[config.mk]
export PLATFORM = sky130hd
export DESIGN_NAME = debounce_toggle_bank
export DESIGN_NICKNAME = d
export VERILOG_FILES = /design/src/rtl/debounce_pkg.sv /design/src/rtl/debounce_channel.sv /design/src/rtl/debounce_toggle_bank.sv
export SDC_FILE = /design/constraint.sdc
export NUM_CORES = 1
export LEC_CHECK = 0
export BUFFER_PORTS_ARGS = -buffer_cell sky130_fd_sc_hd__buf_2
export CORE_MARGIN = 10
export CORE_UTILIZATION = 43
export CTS_BUF_LIST = sky130_fd_sc_hd__clkbuf_8
export CTS_CLUSTER_DIAMETER = 150
export CTS_CLUSTER_SIZE = 14
export DETAILED_ROUTE_END_ITERATION = 10
export PLACE_DENSITY = 0.67
export SYNTH_ARGS = -nofsm -noshare
export SYNTH_HDL_FRONTEND = slang
export SYNTH_SLANG_ARGS = --single-unit
[constraint.sdc]
create_clock -name i_Clk -period 2.8 [get_ports i_Clk]
set_clock_uncertainty 0.2 [all_clocks]
set_input_delay 0.14 -clock i_Clk [delete_from_list [all_inputs] [get_ports i_Clk]]
set_output_delay 0.14 -clock i_Clk [all_outputs]
set_load 0.03 [all_outputs]
[src/rtl/debounce_pkg.sv]
// Shared constants and helpers for the switch debounce bank.
package debounce_pkg;

  localparam int unsigned DEFAULT_DEBOUNCE_CYCLES = 32'd250000;

  // Counter width for a given stability window; never narrower than one bit.
  function automatic int unsigned counter_width(input int unsigned cycles);
    int unsigned width_v;
    width_v = 32'd1;
    if (cycles > 32'd2) begin
      width_v = 32'($clog2(cycles));
    end else begin
      width_v = 32'd1;
    end
    return width_v;
  endfunction

  function automatic int unsigned cycles_from_ms(input longint unsigned clk_hz,
                                                 input int unsigned ms);
    longint unsigned prod_v;
    prod_v = (clk_hz * 64'(ms)) / 64'd1000;
    return 32'(prod_v);
  endfunction

endpackage

[src/rtl/debounce_channel.sv]
// One switch channel: two-flop synchroniser, stability counter, clean level,
// press/release strobes and a toggle register.
module debounce_channel
  import debounce_pkg::*;
#(
  parameter int unsigned DEBOUNCE_CYCLES   = DEFAULT_DEBOUNCE_CYCLES,
  parameter bit          TOGGLE_ON_RELEASE = 1'b1,
  parameter bit          ACTIVE_LOW        = 1'b0
) (
  input  logic i_Clk,
  input  logic i_Reset,
  input  logic i_Switch,
  output logic o_Switch_Clean,
  output logic o_Press,
  output logic o_Release,
  output logic o_Toggle
);

  localparam int unsigned     CW       = counter_width(DEBOUNCE_CYCLES);
  localparam logic [CW-1:0]   CNT_LAST = CW'(DEBOUNCE_CYCLES - 32'd1);

  logic [1:0]    sync_r;
  logic [CW-1:0] count_r;
  logic          clean_r;
  logic          press_r;
  logic          release_r;
  logic          toggle_r;
  logic          level_s;
  logic          accept_s;
  logic          flip_s;

  // Polarity-normalised level and the acceptance/toggle decisions.
  always_comb begin
    level_s  = sync_r[1] ^ ACTIVE_LOW;
    accept_s = (level_s != clean_r) && (count_r == CNT_LAST);
    flip_s   = TOGGLE_ON_RELEASE ? (accept_s && !level_s) : (accept_s && level_s);
  end

  // Synchroniser, stability counter and all registered outputs.
  always_ff @(posedge i_Clk) begin
    if (i_Reset) begin
      sync_r    <= 2'b00;
      count_r   <= {CW{1'b0}};
      clean_r   <= 1'b0;
      press_r   <= 1'b0;
      release_r <= 1'b0;
      toggle_r  <= 1'b0;
    end else begin
      sync_r    <= {sync_r[0], i_Switch};
      press_r   <= accept_s && level_s;
      release_r <= accept_s && !level_s;
      if (level_s == clean_r) begin
        count_r <= {CW{1'b0}};
      end else if (accept_s) begin
        clean_r <= level_s;
        count_r <= {CW{1'b0}};
      end else begin
        count_r <= count_r + CW'(1);
      end
      if (flip_s) begin
        toggle_r <= ~toggle_r;
      end else begin
        toggle_r <= toggle_r;
      end
    end
  end

  assign o_Switch_Clean = clean_r;
  assign o_Press        = press_r;
  assign o_Release      = release_r;
  assign o_Toggle       = toggle_r;

endmodule

[src/rtl/debounce_toggle_bank.sv]
// Bank of NUM_SW independent debounced switch channels with toggle outputs.
module debounce_toggle_bank
  import debounce_pkg::*;
#(
  parameter int unsigned NUM_SW            = 4,
  parameter int unsigned DEBOUNCE_CYCLES   = DEFAULT_DEBOUNCE_CYCLES,
  parameter bit          TOGGLE_ON_RELEASE = 1'b1,
  parameter bit          ACTIVE_LOW        = 1'b0
) (
  input  logic              i_Clk,
  input  logic              i_Reset,
  input  logic [NUM_SW-1:0] i_Switch,
  output logic [NUM_SW-1:0] o_Switch_Clean,
  output logic [NUM_SW-1:0] o_Press,
  output logic [NUM_SW-1:0] o_Release,
  output logic [NUM_SW-1:0] o_Toggle
);

  for (genvar ch = 0; ch < NUM_SW; ch++) begin : g_chan
    debounce_channel #(
      .DEBOUNCE_CYCLES  (DEBOUNCE_CYCLES),
      .TOGGLE_ON_RELEASE(TOGGLE_ON_RELEASE),
      .ACTIVE_LOW       (ACTIVE_LOW)
    ) u_chan (
      .i_Clk         (i_Clk),
      .i_Reset       (i_Reset),
      .i_Switch      (i_Switch[ch]),
      .o_Switch_Clean(o_Switch_Clean[ch]),
      .o_Press       (o_Press[ch]),
      .o_Release     (o_Release[ch]),
      .o_Toggle      (o_Toggle[ch])
    );
  end

endmodule

==> impl_metrics.csv <==
group,metric,value,unit
floorplan,num_rows,36,
critical_path,cp-endpoint,"g_chan[3].u_chan.count_r[4]$_SDFF_PP0_",
logic_synthesis,syn_area_per_cell,8.92,um2
logic_synthesis,ys_async_sr_fraction,0,
pwr,vdd_drop_max,0.000283,V
critical_path,crit_start,"g_chan[3].u_chan.count_r[0]$_SDFF_PP0_",
sta,period_share,0.809,
global_routing,grt_pass1_vias,3045,
global_routing,antenna_found_initial,0,
place,placedInstanceArea,0.00432,mm2
finish,antenna_cells,0,
critical_path,critPathCaptureType,"register",
finish,layout-drive-gt1-share,0.107,
floorplan,core,0.00964,mm2
global_routing,grt_max_degree,28,
place,place_congestion,0.776,
critical_path,required,2.82,ns
sta,hold_viol_final,0,
job,max-cap-violations,0,
logic_synthesis,synth_edf_count,0,
floorplan,ios,22,
detailed_routing,avgViaCountPerCell,5.21,
sta,setup_tns,0,ns
clocking,clockBufferDepth,2,
outcome,status,"finished, final reports clean",
logic_synthesis,yosysSeqAreaShare,0.456,
hold_path,hp-class,"primary input to register",
finish,seq_area,0.00192,mm2
clocking,clkTransAtPathRegs,0.09,ns
floorplan,die_w,119,um
sta,fmax,441,MHz
detailed_routing,drt_iter0_markers,366,
sta,relSlewSlack,0.551,
finish,fin_nets,491,
finish,layout_common_cells,"dfxtp_1, nor2_1, xnor2_1",
sta,worst_slew_pin_slew,0.674,ns
sta,rsz0062_at_grt,"false",
global_routing,grt_use_total,0.111,
pwr,powerDensity,506,mW/mm2
critical_path,rr_endpoint,"g_chan[3].u_chan.count_r[4]$_SDFF_PP0_",
floorplan,die_y,119,um
detailed_routing,ant_nets,0,
place,dpl_worst_slack,0.520,ns
finish,final_area,0.00455,mm2
critical_path,timing.rr.start,"g_chan[3].u_chan.count_r[0]$_SDFF_PP0_",
finish,utilization,0.472,
detailed_routing,wirelength,7.71,mm
critical_path,reg2regPathDepth,5,
detailed_routing,vias,3227,
sta,setup_viol,0,
clocking,clkLatencyLatePin,0.36,ns
clocking,root_buffer,"clkbuf_8",
finish,multi_input_area,0.00206,mm2
logic_synthesis,netlist_area,0.00421,mm2
place,port_buffers,21,
clocking,tritoncts,"done",
critical_path,crit_type,"register to register",
critical_path,cp-start-kind,"register",
critical_path,cp.arrival,2.29,ns
logic_synthesis,synth_seq_cells,96,
critical_path,rrSetupSlack,0.53,ns
finish,fill_cells,964,
finish,final_common_cell,"dfxtp_1",
detailed_routing,dr.pass1.iters,4,
global_routing,grt_pass1_wl,13.6,mm
sta,fin_hold_ws,0.0668,ns
sta,worst_slack,0.534,ns
clocking,cts_inserted_buffers,9,
floorplan,initial_core_util,0.437,
critical_path,path_max_fanout,16,
logic_synthesis,yosysWarningCount,0,
logic_synthesis,yosys_most_used_dff,"dfxtp_1",
logic_synthesis,netlist_instances,472,
finish,area_delta_synth_final,8.17,%
sta,period_needed,2.27,ns
sta,drv_slew,0,
floorplan,dieArea,0.0141,mm2
pwr,p_leak,1.38,nW
clocking,htreeDepth,3,
clocking,clkSinkCount,96,
place,dpl.hpwl,5.39,mm
detailed_routing,drc,0,
global_routing,grt.overflow.total,0,
logic_synthesis,synth_fp_nets,482,
detailed_routing,post_drt_wl_per_cell,12.4,um
logic_synthesis,ys_types,39,
[sequential cells by signal (all words and copies together), names as in the netlist]
register / flops
g_chan.u_chan.count_r: 72
g_chan.u_chan.o_Press: 4
g_chan.u_chan.o_Release: 4
g_chan.u_chan.o_Switch_Clean: 4
g_chan.u_chan.o_Toggle: 4
g_chan.u_chan.sync_r: 8
[timing repair]
action	4_1_cts	5_1_grt
buffers inserted	0	0
resized for setup	0	0
hold buffers	4	0
hold endpoints to repair	4	0
[cell type report]
| type | instances | area share |
|---|---|---|
| clock buffer | 10 | 0.0302 |
| multi-input combinational | 333 | 0.452 |
| timing repair buffer | 26 | 0.0335 |
| clock inverter | 6 | 0.0132 |
| tap | 133 | 0.0365 |
| inverter | 15 | 0.0124 |
| sequential | 96 | 0.422 |
[logic make-up (layout without fill, tap and decap cells)]
family | after synthesis | in the layout | synth area share
flops | 96 | 96 | 0.456
compound gates | 39 | 39 | 0.0553
xor+xnor | 56 | 56 | 0.116
buf+inv | 43 | 57 | 0.0544
simple gates | 234 | 234 | 0.305
fa+ha+maj | 4 | 4 | 0.0119
[power by group]
part	internal (W)	total, W	switching (W)
clock network	0.000433	0.000895	0.000462
registers	0.00137	0.00138	0.00000445
logic	0.0000131	0.0000331	0.0000200
total	0.00182	0.00230	0.000487
[metal layers]
metal  global-route usage  share of wire  wire length [um]  vias to the layer above
met3               0.0236          0.031               238                       11
met1                0.136           0.49              3760                     1506
met5                    0              0                 0                        -
met2                0.183           0.47              3590                       59
li1                     -              -                 -                     1651
met4               0.0473          0.014               111                        0
[worst min path at each step]
stage           startpoint                                    end  slack (ns)  depth (start not counted)
6_report           i_Reset  g_chan[2].u_chan.sync_r[1]$_SDFF_PP0_        0.07                          2
5_1_grt            i_Reset  g_chan[2].u_chan.sync_r[1]$_SDFF_PP0_        0.09                          2
3_5_place_dp   i_Switch[3]  g_chan[3].u_chan.sync_r[0]$_SDFF_PP0_        0.16                          2
4_1_cts            i_Reset  g_chan[2].u_chan.sync_r[1]$_SDFF_PP0_        0.07                          2
2_1_floorplan  i_Switch[0]  g_chan[0].u_chan.sync_r[0]$_SDFF_PP0_        0.07                          1
3_3_place_gp   i_Switch[0]  g_chan[0].u_chan.sync_r[0]$_SDFF_PP0_        0.15                          2
[worst max-delay path, cell delays in order (launching register included)]
cell and delay [ns]:
dfxtp_1 0.37, ha_1 0.22, nand2_2 0.12, or4b_4 0.54, o21ai_2 0.56, nor2_1 0.11
[Yosys cell counts, drive strengths merged (8+ instances only)]
cell	number	area, um2
and3	8	50.1
nor2	64	240
dfxtp	96	1920
nand4	17	125
inv	15	56.3
nor3	21	105
xnor2	44	385
a21oi	17	85.1
or4	10	78.8
xor2	12	105
nand3	30	155
or3	11	68.8
buf	23	154
nor4	22	138
nand2	16	62.6
nor2b	10	62.6
o21ai	13	76.3
nand2b	9	56.3
[metrics by stage]
stage	cells	power, W
global placement	599	0.00144
floorplan	472	0.00143
global route	619	0.00240
detailed placement	599	0.00144
finish	619	0.00230
CTS	619	0.00234
No activity file was read; power rests on OpenSTA's default activity.
